--- config.mk ---
export PLATFORM = sky130hd
export DESIGN_NAME = serial_subtractor_16bit
export DESIGN_NICKNAME = d
export VERILOG_FILES = /design/src/rtl/sub_pkg.sv /design/src/rtl/sub_slice_4bit.sv /design/src/rtl/serial_subtractor_16bit.sv
export SDC_FILE = /design/constraint.sdc
export NUM_CORES = 1
export LEC_CHECK = 0
export CAP_MARGIN = 20
export CORE_MARGIN = 1
export CORE_UTILIZATION = 54
export DETAILED_ROUTE_END_ITERATION = 10
export PLACE_DENSITY = 0.85
export SLEW_MARGIN = 5
export SYNTH_ARGS = -nofsm -noshare
export SYNTH_HDL_FRONTEND = slang
export SYNTH_SLANG_ARGS = --single-unit
--- constraint.sdc ---
create_clock -name clk -period 5 [get_ports clk]
set_input_delay 1 -clock clk [delete_from_list [all_inputs] [get_ports clk]]
set_output_delay 1 -clock clk [all_outputs]
set_load 0.02 [all_outputs]
--- src/rtl/sub_pkg.sv ---
// Shared definitions for the nibble-serial 16-bit subtractor.
package sub_pkg;

  localparam int WIDTH  = 16;
  localparam int SLICE  = 4;
  localparam int NSLICE = 4;
  localparam int IDX_W  = 2;

  typedef enum logic [1:0] {
    IDLE = 2'd0,
    CALC = 2'd1,
    DONE = 2'd2
  } state_t;

endpackage

--- src/rtl/sub_slice_4bit.sv ---
// 4-bit carry-lookahead adder slice. The subtractor feeds the inverted
// subtrahend nibble on y, so a carry out of 1 means "no borrow".
module sub_slice_4bit
  import sub_pkg::*;
(
  input  logic [SLICE-1:0] x,
  input  logic [SLICE-1:0] y,
  input  logic             c_in,
  output logic [SLICE-1:0] s,
  output logic             c_out
);

  logic [SLICE-1:0] g;
  logic [SLICE-1:0] p;
  logic             c1;
  logic             c2;
  logic             c3;

  assign g = x & y;
  assign p = x ^ y;

  // Lookahead carries, each expanded directly from generate/propagate terms.
  assign c1 = g[0] | (p[0] & c_in);
  assign c2 = g[1] | (p[1] & g[0]) | (p[1] & p[0] & c_in);
  assign c3 = g[2] | (p[2] & g[1]) | (p[2] & p[1] & g[0])
            | (p[2] & p[1] & p[0] & c_in);
  assign c_out = g[3] | (p[3] & g[2]) | (p[3] & p[2] & g[1])
               | (p[3] & p[2] & p[1] & g[0])
               | (p[3] & p[2] & p[1] & p[0] & c_in);

  assign s = p ^ {c3, c2, c1, c_in};

endmodule

--- src/rtl/serial_subtractor_16bit.sv ---
// Nibble-serial 16-bit subtractor: D = A - B - b_in, one 4-bit lookahead
// slice reused over four clocks, LSB nibble first, valid/ready handshakes
// on both sides.
// Optional macro SUB_FLAGS_EN adds registered ovf/zero flag outputs.
module serial_subtractor_16bit
  import sub_pkg::*;
(
  input  logic             clk,
  input  logic             rst_n,
  input  logic             in_valid,
  output logic             in_ready,
  input  logic [WIDTH-1:0] A,
  input  logic [WIDTH-1:0] B,
  input  logic             b_in,
  output logic [WIDTH-1:0] D,
  output logic             b_out,
  output logic             out_valid,
  input  logic             out_ready
`ifdef SUB_FLAGS_EN
  ,
  output logic             ovf,
  output logic             zero
`endif
);

  localparam logic [IDX_W-1:0] LAST_IDX = IDX_W'(NSLICE - 1);

  state_t           state_q, state_d;
  logic [WIDTH-1:0] a_q, a_d;
  logic [WIDTH-1:0] b_q, b_d;
  logic             carry_q, carry_d;
  logic [IDX_W-1:0] idx_q, idx_d;
  logic [WIDTH-1:0] d_q, d_d;
  logic             bout_q, bout_d;
  logic             out_valid_q, out_valid_d;
`ifdef SUB_FLAGS_EN
  logic             ovf_q, ovf_d;
  logic             zero_q, zero_d;
`endif

  logic [SLICE-1:0] nib_x;
  logic [SLICE-1:0] nib_y;
  logic [SLICE-1:0] nib_s;
  logic             nib_c;
  logic [WIDTH-1:0] full_d;

  // Select the current nibble of the latched operands; B is inverted here.
  always_comb begin
    nib_x = a_q[{idx_q, 2'b00} +: SLICE];
    nib_y = ~b_q[{idx_q, 2'b00} +: SLICE];
  end

  sub_slice_4bit u_slice (
    .x     (nib_x),
    .y     (nib_y),
    .c_in  (carry_q),
    .s     (nib_s),
    .c_out (nib_c)
  );

  // Complete difference as it will look once the top nibble is written.
  assign full_d = {nib_s, d_q[WIDTH-SLICE-1:0]};

  // State register.
  always_ff @(posedge clk or negedge rst_n) begin
    if (!rst_n) state_q <= IDLE;
    else        state_q <= state_d;
  end

  // Next-state logic.
  always_comb begin
    state_d = state_q;
    case (state_q)
      IDLE:    if (in_valid)          state_d = CALC;
      CALC:    if (idx_q == LAST_IDX) state_d = DONE;
      DONE:    if (out_ready)         state_d = IDLE;
      default:                        state_d = IDLE;
    endcase
  end

  // State-decoded outputs.
  always_comb begin
    in_ready = (state_q == IDLE);
  end

  // Datapath next values: operand capture, nibble step, result hold/release.
  always_comb begin
    a_d         = a_q;
    b_d         = b_q;
    carry_d     = carry_q;
    idx_d       = idx_q;
    d_d         = d_q;
    bout_d      = bout_q;
    out_valid_d = out_valid_q;
`ifdef SUB_FLAGS_EN
    ovf_d       = ovf_q;
    zero_d      = zero_q;
`endif
    case (state_q)
      IDLE: begin
        if (in_valid) begin
          a_d     = A;
          b_d     = B;
          carry_d = ~b_in;
          idx_d   = '0;
        end
      end
      CALC: begin
        d_d[{idx_q, 2'b00} +: SLICE] = nib_s;
        carry_d = nib_c;
        idx_d   = idx_q + 2'd1;
        if (idx_q == LAST_IDX) begin
          bout_d      = ~nib_c;
          out_valid_d = 1'b1;
`ifdef SUB_FLAGS_EN
          ovf_d  = (a_q[WIDTH-1] ^ b_q[WIDTH-1]) & (full_d[WIDTH-1] ^ a_q[WIDTH-1]);
          zero_d = (full_d == '0);
`endif
        end
      end
      DONE: begin
        if (out_ready) out_valid_d = 1'b0;
      end
      default: begin
        out_valid_d = 1'b0;
      end
    endcase
  end

  // Datapath registers; reset also abandons any operation in flight.
  always_ff @(posedge clk or negedge rst_n) begin
    if (!rst_n) begin
      a_q         <= '0;
      b_q         <= '0;
      carry_q     <= 1'b0;
      idx_q       <= '0;
      d_q         <= '0;
      bout_q      <= 1'b0;
      out_valid_q <= 1'b0;
`ifdef SUB_FLAGS_EN
      ovf_q       <= 1'b0;
      zero_q      <= 1'b0;
`endif
    end else begin
      a_q         <= a_d;
      b_q         <= b_d;
      carry_q     <= carry_d;
      idx_q       <= idx_d;
      d_q         <= d_d;
      bout_q      <= bout_d;
      out_valid_q <= out_valid_d;
`ifdef SUB_FLAGS_EN
      ovf_q       <= ovf_d;
      zero_q      <= zero_d;
`endif
    end
  end

  assign D         = d_q;
  assign b_out     = bout_q;
  assign out_valid = out_valid_q;
`ifdef SUB_FLAGS_EN
  assign ovf       = ovf_q;
  assign zero      = zero_q;
`endif

endmodule

* After elaboration in Yosys (flattened, before gate mapping)
Index checks and enable logic that the tools add are counted.
** Cells by class
- Reductions and logical operators :: 7
- Multipliers :: 0
- Bitwise logic cells :: 33
- $lt $le $gt $ge :: 0
- Shifts and indexed selects :: 4
- Div/mod/pow operators :: 0
- $add $sub $neg :: 2
- Equal/unequal tests :: 6
- Multiplexer cells :: 12
** Operators by type and width (number)
- 16-bit by 5-bit indexed part select with 4-bit output :: 2
- 1-bit AND :: 16
- 16-bit bitwise mux :: 1
- 4-bit by 6-bit variable shift with 16-bit output, first input constant :: 1
- 4-bit by 6-bit indexed part select with 16-bit output :: 1
- 1-bit OR :: 10
- 2-bit two-way mux :: 4
- 4-bit bitwise XOR :: 2
- 2-bit inequality test, second input constant :: 3
- 4-bit negator with 6-bit output :: 1
- 2-bit one-hot mux with 3 select lines :: 1
- 2-bit AND reduction :: 3
- 3-bit AND reduction :: 2
- 4-bit AND :: 1
- 2-bit == test, second input constant :: 2
- 4-bit NOT :: 1
- 2-bit one-hot mux with 2 select lines :: 1
- 1-bit two-way mux :: 3
- 1-bit NOT :: 3
- 1-bit one-hot mux with 3 select lines :: 1
- 2-bit by 1-bit adder with 2-bit output, second input constant :: 1
- 2-bit by 1-bit == test with 1-bit output, second input constant :: 1
- 2-bit zero test :: 1
- 1-bit one-hot mux with 2 select lines :: 1
- 2-bit nonzero test :: 1
** Storage, ports and cells
- Bits in latches :: 0
- Output and inout bits :: 19
- Memories :: 0
- Memory bits (writable) :: 0
- Flip-flop bits (word level) :: 55
- Memory bits (read-only) :: 0

* Logic depth before layout (Yosys ltp)
- Depth after elaboration :: 10
- Mapped depth :: 8

* Hierarchy
From an unflattened synthesis, not the netlist that was laid out.
** Unflattened totals
- Cells, all modules :: 200
- Area, all modules :: 2661.3 µm²
** By module, submodules not included
- serial_subtractor_16bit :: seq. area each 1376.3 µm², area each 2513.7 µm², instances 1, cells an instance 183
- sub_slice_4bit :: seq. area each 0.0 µm², area each 147.6 µm², instances 1, cells an instance 17

* Worst setup path before layout
OpenSTA, ideal clock, no wires.
- Path type :: flip-flop to flip-flop
- From :: register idx_q[0]
- To :: register d_q[3], in the netlist D[3]
- Clock period less this slack :: 2610 ps
- Path buffers :: 1
- Setup time :: 150 ps
- Cell stages (with the launch flop) :: 9
- Arrival time :: 2460 ps
- Setup slack :: 2390 ps
- Path through :: dfrtp_1 buf_2 mux4_2 inv_1 ha_1 a211oi_1 nor2_1 o311ai_0 o21ai_0
** On the way
- Word-level cells in the longest chain between the ends :: 10
- Elaborated cells on any way between the ends :: 25
- Those cells by class :: add/sub (1); shift (4); mux (1); bitwise (19)
** RTL lines
- start: declaration :: RTL line serial_subtractor_16bit.sv:32 : logic [IDX_W-1:0] idx_q, idx_d;
- start signal: assignment :: RTL line serial_subtractor_16bit.sv:148 : idx_q <= idx_d;
- 16-bit by 5-bit indexed part select with 4-bit output :: RTL line serial_subtractor_16bit.sv:50 : nib_y = ~b_q[{idx_q, 2'b00} +: SLICE];
- 4-bit NOT :: RTL line serial_subtractor_16bit.sv:50
- 4-bit bitwise XOR / 4-bit AND (equally long branches) :: RTL line sub_slice_4bit.sv:20, sub_slice_4bit.sv:19
- 1-bit AND (on tied branches) :: RTL line sub_slice_4bit.sv:25, sub_slice_4bit.sv:26
- 1-bit OR (tied with other cells) :: RTL line sub_slice_4bit.sv:25 : assign c3 = g[2] | (p[2] & g[1]) | (p[2] & p[1] & g[0])
- 1-bit OR / 1-bit AND (equally long branches) :: RTL line sub_slice_4bit.sv:25, sub_slice_4bit.sv:26
- 1-bit OR :: RTL line sub_slice_4bit.sv:26 : | (p[2] & p[1] & p[0] & c_in);
- 4-bit bitwise XOR :: RTL line sub_slice_4bit.sv:31 : assign s = p ^ {c3, c2, c1, c_in};
- 4-bit by 6-bit indexed part select with 16-bit output :: RTL line serial_subtractor_16bit.sv:109 : d_d[{idx_q, 2'b00} +: SLICE] = nib_s;
- 16-bit bitwise mux (*) :: RTL line serial_subtractor_16bit.sv:109
- end signal: assignment :: RTL line serial_subtractor_16bit.sv:137 : d_q <= '0;
- end signal: assignment :: RTL line serial_subtractor_16bit.sv:149 : d_q <= d_d;
- end: declaration :: RTL line serial_subtractor_16bit.sv:33 : logic [WIDTH-1:0] d_q, d_d;
Mark *: on every way between the ends. The rest lies on a longest branch, timed or not.
A chain may end at the register's enable or synchronous reset.

* Worst setup path after layout
Same ends and word-level chain as after synthesis.

==> impl_results.md <==
* Largest cells by area after synthesis: dfrtp_1 54%, nand2_1 18%, mux4_2 7.1%
* Syn nets at 313
* Drt total wl at 5310 µm
* Die X at 70.7 µm
* DRC errors left at 6
* Fin. Hold Viols at 0
* Pwr Total at 2.25 mW
* Clk sink count at 55
* Root buf cell: clkbuf_8
* Initial core utilization at 57.3%
* Slowest CP cell: dfrtp_1
* Clock slew seen by the registers of the worst setup and hold paths at 90 ps
* Area Overhead vs Synth at 28.2%
* Dpl hpwl at 3800 µm
* Pre-Repair DR Iteration Count at 9
* Clock buffer count from CTS at 5
* Tmin final at 3140 ps
* 1st-iter DRT viols at 154
* Core area at 0.00444 mm²
* DP Worst Slack at 1810 ps
* Outcome: finished with violations
* Crit-path cells: mux4_2 > ha_1 > a211oi_1 > nor2_1 > o311ai_0 > o21ai_0
* Worst-path fanout max at 16
* Period utilisation layout at 62.9%
* # setup viols final at 0
* Max-Cap Viols at 0
* Cell variety after synth at 28
* TNS Setup at 0 ps
* Share of cells above drive strength 1 at 7.48%
* Area share of the largest cell type after synthesis at 54.0%
* Cells after DPL at 364
* Post-route design area at 0.00327 mm²
* Via/cell ratio at 5.40
* CTS Buffer Depth at 2
* Post-DP Area at 0.00314 mm²
* Die Ht at 70.7 µm
* Avg Inst Size Synth at 9.65 µm²
* Antenna violations before repair at 0
* TritonCTS clock tree: built
* Seq/Total Area, Yosys at 54.0%
* Worst EP required at 5160 ps
* Synthesized area at 0.00255 mm²
* Syn. warnings at 0
* Post-Synthesis Cells at 264
* Leak at 1.57 nW
* Post-CTS Hold Fix Bufs at 0
* Clock Latency Late Sink at 310 ps
* Data arrival time of the worst path at 3310 ps
* CP max stage delay at 800 ps
* Failing checks: design-rule violations
* Tightest Hold Check Type: reg2reg
* Layout Skew at 9.43 ps
* Grt ovf at 0
* Worst setup margin at 1860 ps
* Total GRT Usage at 23.9%
* Vias at 2,014
* # resized after CTS at 0
* Antenna cell count at 0
* Post-CTS setup repair buffer count at 0
* Vias in the first global route at 2,088
* Worst Tran Pin Value at 799 ps
* Bufs and invs on worst path at 0
* Largest net degree at the start of global routing at 56
* GPL Wtd Cong at 0.849
* Worst R2R Start: idx_q[0]$_DFFE_PN0P_
* Highest clock rate at 318 MHz
* Finished Layout Cells at 373
* Register-to-register setup slack at 1860 ps
* Crit path capture type: flop
* RSZ-0062 raised after global routing: no
* H-tree depth at 2
* Rel. slew slack at 46.1%
* Port Buffer Count at 55
* Worst setup path start: idx_q[0]$_DFFE_PN0P_
* P per Cell Area at 689 mW/mm²
* Post-synthesis register bit count at 55
* Row count at 24
* Maximum VDD drop at 342 µV
* CP startpoint kind: flop
* Detail Route Antenna Nets at 0
* HP Start: b_q[5]$_DFFE_PN0P_
* Nets@finish at 369
* CP delay by family, top: compound AO/OA/AOI/OAI gates
* CP Class: reg2reg
* Area of the die at 0.00500 mm²
* # IOs at 56
* Final Max Tran Viols at 0
* Wire length per cell at 14.2 µm
* First-pass GRT wire length at 9330 µm
* Yosys top cell by area: dfrtp_1
* Fillcell total at 333
## state kept, by name (all words and copies together), names as in the netlist
register,cells
carry_q,1
idx_q,2
D,16
b_out,1
out_valid,1
state_q,2
a_q,16
b_q,16
## cell usage in the layout (no fill, tap or decap), types with 2 or more instances in the layout
cell and count:
nand2_2 2, nand2_1 121, dfrtp_1 55, o21ai_1 8, a21o_1 2, xor2_1 2, inv_1 8, or4b_4 2
clkdlybuf4s50_1 54, o21ai_0 14, buf_4 2, nor2_1 6, mux4_2 8, nand2b_1 2, a21oi_1 3, ha_1 11
clkbuf_8 7
## area by class of cell
type	count	area (µm²)	share of cell area, %
Sequential cell	55	1380	42.1
Multi-Input combinational cell	192	1110	33.9
Timing Repair Buffer	58	588	18.0
Clock buffer	8	100	3.06
Tap cell	52	65.1	1.99
Inverter	8	30.0	0.919
## metrics by stage
stage | hold slack (ps) | utilization (%)
floorplan | 440 | -
global placement | 455 | 70.7
detailed placement | 459 | 70.7
CTS | 481 | 72.9
global route | 508 | 73.5
finish | 482 | 73.5
## Yosys cell counts
cell / instances
xor2_1: 2
ha_1: 11
a221o_1: 1
buf_2: 1
nand4_1: 1
nand2_2: 2
o31ai_1: 1
o311ai_0: 1
o21ai_1: 8
nand4b_1: 1
nand2b_1: 2
a21oi_1: 3
a21o_1: 2
mux4_2: 8
nand3b_1: 1
nor2_1: 6
or4b_4: 2
a211oi_1: 1
and2b_1: 1
clkbuf_1: 7
nor3b_1: 1
or4_1: 1
o21ai_0: 14
dfrtp_1: 55
nand2_1: 121
fa_1: 1
buf_4: 1
inv_1: 8
## path summary, 6_finish.rpt
| kind | end | cells after the start |
|---|---|---|
| hold / removal | b_q[5]$_DFFE_PN0P_ | 2 |
| setup reg to reg | D[3]$_DFFE_PN0P_ | 6 |
| min in group asynchronous | a_q[11]$_DFFE_PN0P_ | 2 |
| hold reg to reg | b_q[5]$_DFFE_PN0P_ | 2 |
| setup / recovery | D[3]$_DFFE_PN0P_ | 6 |
| max in group asynchronous | b_q[12]$_DFFE_PN0P_ | 2 |
## power breakdown
group	switching, mW	internal (mW)	total [mW]
clock	0.141	0.127	0.268
sequential	0.159	0.638	0.797
combinational	0.671	0.515	1.19
## layer usage
metal / routed length (µm) / vias to the layer above / share of wire, % / global-route usage, %
met4: 71 / 0 / 1.3 / 7.11
met2: 2660 / 49 / 50 / 42.6
met3: 182 / 8 / 3.4 / 4.27
met1: 2390 / 977 / 45 / 30.0
met5: 0 / - / 0 / 0
li1: - / 980 / - / -
## cells by family (layout without fill, tap and decap cells)
| group | after synthesis | count (layout) | share of synthesized area (%) |
|---|---|---|---|
| simple gates | 139 | 139 | 22.5 |
| flops | 55 | 55 | 54.0 |
| compound gates | 31 | 31 | 6.82 |
| buf+inv | 17 | 74 | 2.70 |
| fa+ha+maj | 12 | 12 | 6.19 |
| mux | 8 | 8 | 7.07 |
| xor+xnor | 2 | 2 | 0.687 |
## worst register-to-register path, stage by stage, from the launching register on
cell      delay [ps]
dfrtp_1          800
mux4_2           630
ha_1             350
a211oi_1         250
nor2_1            80
o311ai_0         680
o21ai_0          200
No activity file was read; power rests on OpenSTA's default activity.
